### config.mk
export PLATFORM = sky130hd
export DESIGN_NAME = muldiv_sequencer
export DESIGN_NICKNAME = d
export VERILOG_FILES = /design/src/rtl/muldiv_sequencer.sv
export SDC_FILE = /design/constraint.sdc
export NUM_CORES = 1
export LEC_CHECK = 0
export CORE_ASPECT_RATIO = 1.1
export CORE_MARGIN = 1
export CORE_UTILIZATION = 65
export DETAILED_ROUTE_END_ITERATION = 10
export DONT_BUFFER_PORTS = 1
export PLACE_DENSITY = 0.93
export SETUP_SLACK_MARGIN = 0.5
export SYNTH_ARGS = -nofsm -noshare
export SYNTH_HDL_FRONTEND = slang
export SYNTH_SLANG_ARGS = --single-unit
### constraint.sdc
create_clock -name clk -period 4.5 [get_ports clk]
set_input_delay 0.675 -clock clk [delete_from_list [all_inputs] [get_ports clk]]
set_output_delay 0.675 -clock clk [all_outputs]
set_load 0.05 [all_outputs]
### src/rtl/muldiv_sequencer.sv
// Multi-cycle signed multiply/divide sequencer (shift-add / restoring).
// Define MULDIV_EARLY_EXIT_EN to finish trivial operands straight from PREP.
module muldiv_sequencer #(
  parameter int WIDTH = 16
) (
  input  logic               clk,
  input  logic               rst,
  input  logic               start,
  input  logic [3:0]         func,
  input  logic [WIDTH-1:0]   a,
  input  logic [WIDTH-1:0]   b,
  output logic               stall,
  output logic               busy,
  output logic               done,
  output logic [2*WIDTH-1:0] result,
  output logic               dbz
);

  localparam int CW = $clog2(WIDTH);
  localparam logic [3:0] F_MUL = 4'b0100;
  localparam logic [3:0] F_DIV = 4'b0101;

  typedef enum logic [2:0] {
    S_IDLE, S_PREP, S_RUN, S_FIX, S_DONE
  } state_e;

  state_e             state_q, state_d;
  logic [WIDTH-1:0]   a_q, a_d;
  logic [WIDTH-1:0]   b_q, b_d;
  logic               div_q, div_d;
  logic               sa_q, sa_d;
  logic               sb_q, sb_d;
  logic [WIDTH-1:0]   m_q, m_d;
  logic [WIDTH:0]     hi_q, hi_d;
  logic [WIDTH-1:0]   lo_q, lo_d;
  logic [CW-1:0]      cnt_q, cnt_d;
  logic [2*WIDTH-1:0] res_q, res_d;
  logic               dbz_q, dbz_d;

  logic               req;
  logic [WIDTH-1:0]   abs_a, abs_b;
  logic [WIDTH:0]     shl;
  logic [WIDTH+1:0]   diff;
  logic [WIDTH:0]     sum;
  logic [2*WIDTH-1:0] mag, prod;
  logic [WIDTH-1:0]   quot, rem;
  logic               neg;

  assign req = start & ((func == F_MUL) | (func == F_DIV));

  assign abs_a = a_q[WIDTH-1] ? (~a_q + 1'b1) : a_q;
  assign abs_b = b_q[WIDTH-1] ? (~b_q + 1'b1) : b_q;

  // Restoring step: partial remainder is WIDTH+1 bits, borrow in the MSB.
  assign shl  = {hi_q[WIDTH-1:0], lo_q[WIDTH-1]};
  assign diff = {1'b0, shl} - {2'b00, m_q};
  assign sum  = hi_q + (lo_q[0] ? {1'b0, m_q} : '0);

  assign neg  = sa_q ^ sb_q;
  assign mag  = {hi_q[WIDTH-1:0], lo_q};
  assign prod = neg ? (~mag + 1'b1) : mag;
  assign quot = neg ? (~lo_q + 1'b1) : lo_q;
  assign rem  = sa_q ? (~hi_q[WIDTH-1:0] + 1'b1)
                     : hi_q[WIDTH-1:0];

  always_comb begin
    state_d = state_q;
    a_d     = a_q;
    b_d     = b_q;
    div_d   = div_q;
    sa_d    = sa_q;
    sb_d    = sb_q;
    m_d     = m_q;
    hi_d    = hi_q;
    lo_d    = lo_q;
    cnt_d   = cnt_q;
    res_d   = res_q;
    dbz_d   = dbz_q;
    unique case (state_q)
      S_IDLE: begin
        if (req) begin
          a_d     = a;
          b_d     = b;
          div_d   = (func == F_DIV);
          state_d = S_PREP;
        end
      end
      S_PREP: begin
        sa_d    = a_q[WIDTH-1];
        sb_d    = b_q[WIDTH-1];
        m_d     = div_q ? abs_b : abs_a;
        lo_d    = div_q ? abs_a : abs_b;
        hi_d    = '0;
        cnt_d   = CW'(WIDTH-1);
        state_d = S_RUN;
`ifdef MULDIV_EARLY_EXIT_EN
        if (div_q && b_q == '0) begin
          res_d   = {a_q, {WIDTH{1'b1}}};
          dbz_d   = 1'b1;
          state_d = S_DONE;
        end else if (a_q == '0 || b_q == '0) begin
          res_d   = '0;
          dbz_d   = 1'b0;
          state_d = S_DONE;
        end
`endif
      end
      S_RUN: begin
        if (div_q) begin
          if (!diff[WIDTH+1]) begin
            hi_d = diff[WIDTH:0];
            lo_d = {lo_q[WIDTH-2:0], 1'b1};
          end else begin
            hi_d = shl;
            lo_d = {lo_q[WIDTH-2:0], 1'b0};
          end
        end else begin
          hi_d = {1'b0, sum[WIDTH:1]};
          lo_d = {sum[0], lo_q[WIDTH-1:1]};
        end
        if (cnt_q == '0) state_d = S_FIX;
        else             cnt_d   = cnt_q - 1'b1;
      end
      S_FIX: begin
        if (!div_q) begin
          res_d = prod;
          dbz_d = 1'b0;
        end else if (b_q == '0) begin
          res_d = {a_q, {WIDTH{1'b1}}};
          dbz_d = 1'b1;
        end else begin
          res_d = {rem, quot};
          dbz_d = 1'b0;
        end
        state_d = S_DONE;
      end
      S_DONE:  state_d = S_IDLE;
      default: state_d = S_IDLE;
    endcase
  end

  always_ff @(posedge clk or posedge rst) begin
    if (rst) begin
      state_q <= S_IDLE;
      a_q     <= '0;
      b_q     <= '0;
      div_q   <= 1'b0;
      sa_q    <= 1'b0;
      sb_q    <= 1'b0;
      m_q     <= '0;
      hi_q    <= '0;
      lo_q    <= '0;
      cnt_q   <= '0;
      res_q   <= '0;
      dbz_q   <= 1'b0;
    end else begin
      state_q <= state_d;
      a_q     <= a_d;
      b_q     <= b_d;
      div_q   <= div_d;
      sa_q    <= sa_d;
      sb_q    <= sb_d;
      m_q     <= m_d;
      hi_q    <= hi_d;
      lo_q    <= lo_d;
      cnt_q   <= cnt_d;
      res_q   <= res_d;
      dbz_q   <= dbz_d;
    end
  end

  assign busy   = (state_q == S_PREP) | (state_q == S_RUN)
                | (state_q == S_FIX);
  assign stall  = ((state_q == S_IDLE) & req) | busy;
  assign done   = (state_q == S_DONE);
  assign result = res_q;
  assign dbz    = dbz_q;

endmodule

==> results.py <==
metrics = {
    "run_status": {
        "outcome": "completed",
    },
    "worst_setup_path": {
        "critPathSlowestCell": "a2111oi_0",
        "cp-end-kind": "flip-flop",
        "critical_path_buf_inv_count": 2,
        "critPathKind": "flip-flop to flip-flop",
        "path_cells": "inv_1, ha_1, inv_1, fa_1, a211oi_1, o21ai_0, a2111oi_0, o31a_1, nor3_1, a2111oi_0, o32ai_1",
        "start_kind": "flip-flop",
        "cp_slowest_stage_delay_ns": 0.73,
        "crit_family": "compound AO/OA/AOI/OAI gates",
        "worstPathMaxFanout": 4,
        "required_ns": 4.79,
        "cp_data_arrival_time_ns": 3.79,
    },
    "synth": {
        "synth_edf_count": 0,
        "synth_area_um2": 9040,
        "synth_ff_type": "dfrtp_1",
        "synthesis.nets": 1128,
        "synthArstFlopShare": 1.00,
        "ys_ff_latch": 124,
        "post_synth_num_cell_types": 74,
        "syn_area_per_cell_um2": 8.61,
        "ys_seq_area_frac": 0.343,
        "synth_cells": 1050,
        "yosys_warnings": 0,
    },
    "cts": {
        "htree_levels": 4,
        "clk_pin_slew_ns": 0.06,
        "postCtsHoldBufs": 0,
        "cts-root-buf": "clkbuf_16",
        "ctsResizeCount": 0,
        "cts_buffer_depth": 2,
        "cts_tree": "built",
        "postCtsSetupBuffers": 0,
        "insertion_delay_ns": 0.43,
        "cts_made_buffers": 17,
        "clock-sinks": 124,
    },
    "floorplanning": {
        "die_x_um": 114,
        "design.core.area_um2": 13400,
        "num_rows": 44,
        "start_util": 0.675,
        "die_y_um": 126,
        "dieArea_um2": 14400,
        "boundaryPins": 75,
    },
    "placed_design": {
        "numPortBuffers": 0,
        "gp_congestion": 1.01,
        "dp_cells": 1182,
        "pre_cts_slack_ns": 1.11,
        "post-dp-hpwl_um": 18000,
    },
    "detailed_routing": {
        "remaining_drc_errors": 0,
        "vias": 8510,
        "drtAntennaViolNets": 0,
        "route.detailed.wl_per_inst_um": 21.5,
        "route.met3.wl_um": 3120,
        "top_layer_used": "met4",
        "dr.pass1.iters": 6,
        "met1Wirelength_um": 9720,
        "wl_met2_um": 11600,
        "vias_per_cell": 7.01,
        "routed_wl_um": 26000,
        "drt_iter0_drc": 1106,
    },
    "power_and_ir_drop": {
        "swShare": 0.521,
        "p_sw_mw": 4.70,
        "sequentialPowerShare": 0.320,
        "combPwrFrac": 0.524,
        "peakVddDrop_v": 0.000754,
        "p_leak_nw": 4.17,
        "internal-power_mw": 4.32,
        "power.share.clock": 0.156,
        "p_per_area_nw_per_um2": 931,
    },
    "cells_and_area": {
        "num-fill-cells": 946,
        "area_growth_pct": 7.30,
        "antennaDiodeCount": 0,
        "fin_cells": 1214,
        "final_util": 0.725,
        "drive_above_1_share": 0.109,
        "nets": 1095,
    },
    "timing": {
        "report.final.slew_viol_count": 0,
        "slew_headroom": 0.212,
        "tns_ns": 0,
        "skew_ns": 0.00885,
        "worst-slew-pin-transition_ns": 1.18,
        "holdWs_ns": 0.325,
        "hold_viol": 0,
        "period_needed_ns": 3.49,
        "rsz0062_at_grt": "false",
        "min_period_over_period": 0.776,
        "setup_ws_ns": 1.01,
        "fmax_mhz": 286,
        "finalSetupViolCount": 0,
    },
    "hold_path": {
        "hp-class": "primary input to asynchronous set/reset pin",
    },
    "global_routing": {
        "grt_pass1_vias": 8191,
        "grt_pass1_wl_um": 42400,
        "grt_max_degree": 75,
        "antenna_found_initial": 0,
        "gr-total-overflow": 0,
        "grt.total_usage": 0.381,
    },
    "flow_run": {
        "drv_cap": 0,
    },
}
==> routing by layer <==
metal  vias to the layer above  GRT usage
li1                       3734          -
met4                         0      0.232
met3                       168      0.135
met1                      3986      0.464
met5                         -          0
met2                       622      0.577
==> metrics by stage <==
| stage | area (µm²) | power (mW) |
|---|---|---|
| CTS | 9700 | 8.84 |
| floorplan | 9040 | 6.21 |
| finish | 9700 | 9.02 |
| global route | 9700 | 9.56 |
| detailed placement | 9100 | 7.35 |
| global placement | 9100 | 7.17 |
==> worst paths after layout <==
check | depth (start not counted) | endpoint | slack [ns] | startpoint
max | 11 | hi_q[12]$_DFFE_PP0P_ | 1.01 | lo_q[15]$_DFFE_PP0P_
min | 1 | b_q[7]$_DFFE_PP0P_ | 0.33 | rst
max reg2reg | 11 | hi_q[12]$_DFFE_PP0P_ | 1.01 | lo_q[15]$_DFFE_PP0P_
min reg2reg | 2 | m_q[2]$_DFFE_PP0P_ | 0.48 | m_q[2]$_DFFE_PP0P_
max in group asynchronous | 2 | hi_q[10]$_DFFE_PP0P_ | 3.18 | rst
min in group clk | 1 | b_q[14]$_DFFE_PP0P_ | 0.39 | b[14]
==> cells in the final DEF (no fill, tap or decap), types with 9 or more instances in the layout <==
cell       count
dfrtp_1      123
nor2_1       119
nand2_1       95
o21ai_0       74
a21oi_1       56
inv_1         49
xor2_1        42
xnor2_1       41
mux2_2        37
ha_1          37
mux2i_1       33
a31oi_1       26
nor3_1        20
clkbuf_16     17
nand3_1       14
o21ai_1       14
o221ai_1      13
or3_1         12
o31ai_1       12
buf_4         12
o211ai_1      11
o41ai_1        9
nand2b_1       9
nor4_1         9
==> cells by family (layout without fill, tap and decap cells) <==
group	Yosys count	count (layout)	share of synthesized area
buffers and inverters	114	94	0.0507
DFF	124	124	0.343
xor gates and xnor gates	83	83	0.0804
and+or+nand+nor	327	327	0.171
muxes	70	70	0.0827
adders and majority gates	39	39	0.0557
AOI/OAI and AO/OA	293	293	0.216
==> final cells by class <==
cell class | count | area (µm²) | area share
flip-flops and latches | 124 | 3110 | 0.320
well taps | 184 | 230 | 0.0237
clock buffers | 18 | 429 | 0.0443
clock inverters | 14 | 169 | 0.0174
multi-input cells | 812 | 5480 | 0.565
repair buffers | 12 | 90.1 | 0.00929
inverters | 50 | 190 | 0.0196
==> sequential cells by signal, summed over array words and instances, names as in the netlist <==
register / count
hi_q: 17
a_q: 16
sa_q: 1
div_q: 1
sb_q: 1
cnt_q: 4
m_q: 16
b_q: 16
dbz: 1
result: 32
lo_q: 16
state_q: 3
==> synthesized netlist by cell type, types with 4 or more instances <==
cell type / instances / area (µm²)
dfrtp_1: 124 / 3100
nor2_1: 119 / 447
nand2_1: 95 / 357
o21ai_0: 75 / 375
a21oi_1: 56 / 280
inv_1: 50 / 188
clkbuf_1: 46 / 173
xor2_1: 42 / 368
xnor2_1: 41 / 359
ha_1: 37 / 463
mux2_2: 37 / 417
mux2i_1: 33 / 330
a31oi_1: 26 / 163
nor3_1: 20 / 100
nand3_1: 14 / 70.1
o21ai_1: 13 / 65.1
o221ai_1: 13 / 114
o31ai_1: 12 / 90.1
or3_1: 12 / 75.1
o211ai_1: 11 / 82.6
buf_1: 9 / 33.8
nand2b_1: 9 / 56.3
nor4_1: 9 / 56.3
o41ai_1: 9 / 78.8
a211oi_1: 8 / 60.1
or4_1: 8 / 60.1
a22oi_1: 6 / 45.0
buf_2: 6 / 30.0
nor2b_1: 6 / 37.5
o211ai_2: 6 / 75.1
o21a_1: 6 / 45.0
a211o_1: 5 / 43.8
a221o_1: 5 / 50.1
and2_1: 5 / 31.3
or2_2: 5 / 31.3
a2111oi_0: 4 / 35.0
a32oi_1: 4 / 35.0
and3_1: 4 / 25.0
==> power groups by stage <==
stage / Combinational, mW / Clock, mW / Sequential, mW
after global routing: 5.15 / 1.47 / 2.93
final: 4.73 / 1.41 / 2.89
after detailed placement: 4.51 / 0 / 2.84
after CTS: 4.60 / 1.41 / 2.83
after floorplan: 3.77 / 0 / 2.44
after global placement: 4.37 / 0 / 2.80
==> worst register-to-register path, cell delays in order (launching register included) <==
cell,delay [ns]
dfrtp_1,0.44
inv_1,0.12
ha_1,0.17
inv_1,0.06
fa_1,0.41
a211oi_1,0.30
o21ai_0,0.20
a2111oi_0,0.73
o31a_1,0.28
nor3_1,0.06
a2111oi_0,0.41
o32ai_1,0.16
(Power assumes the default switching activity.)
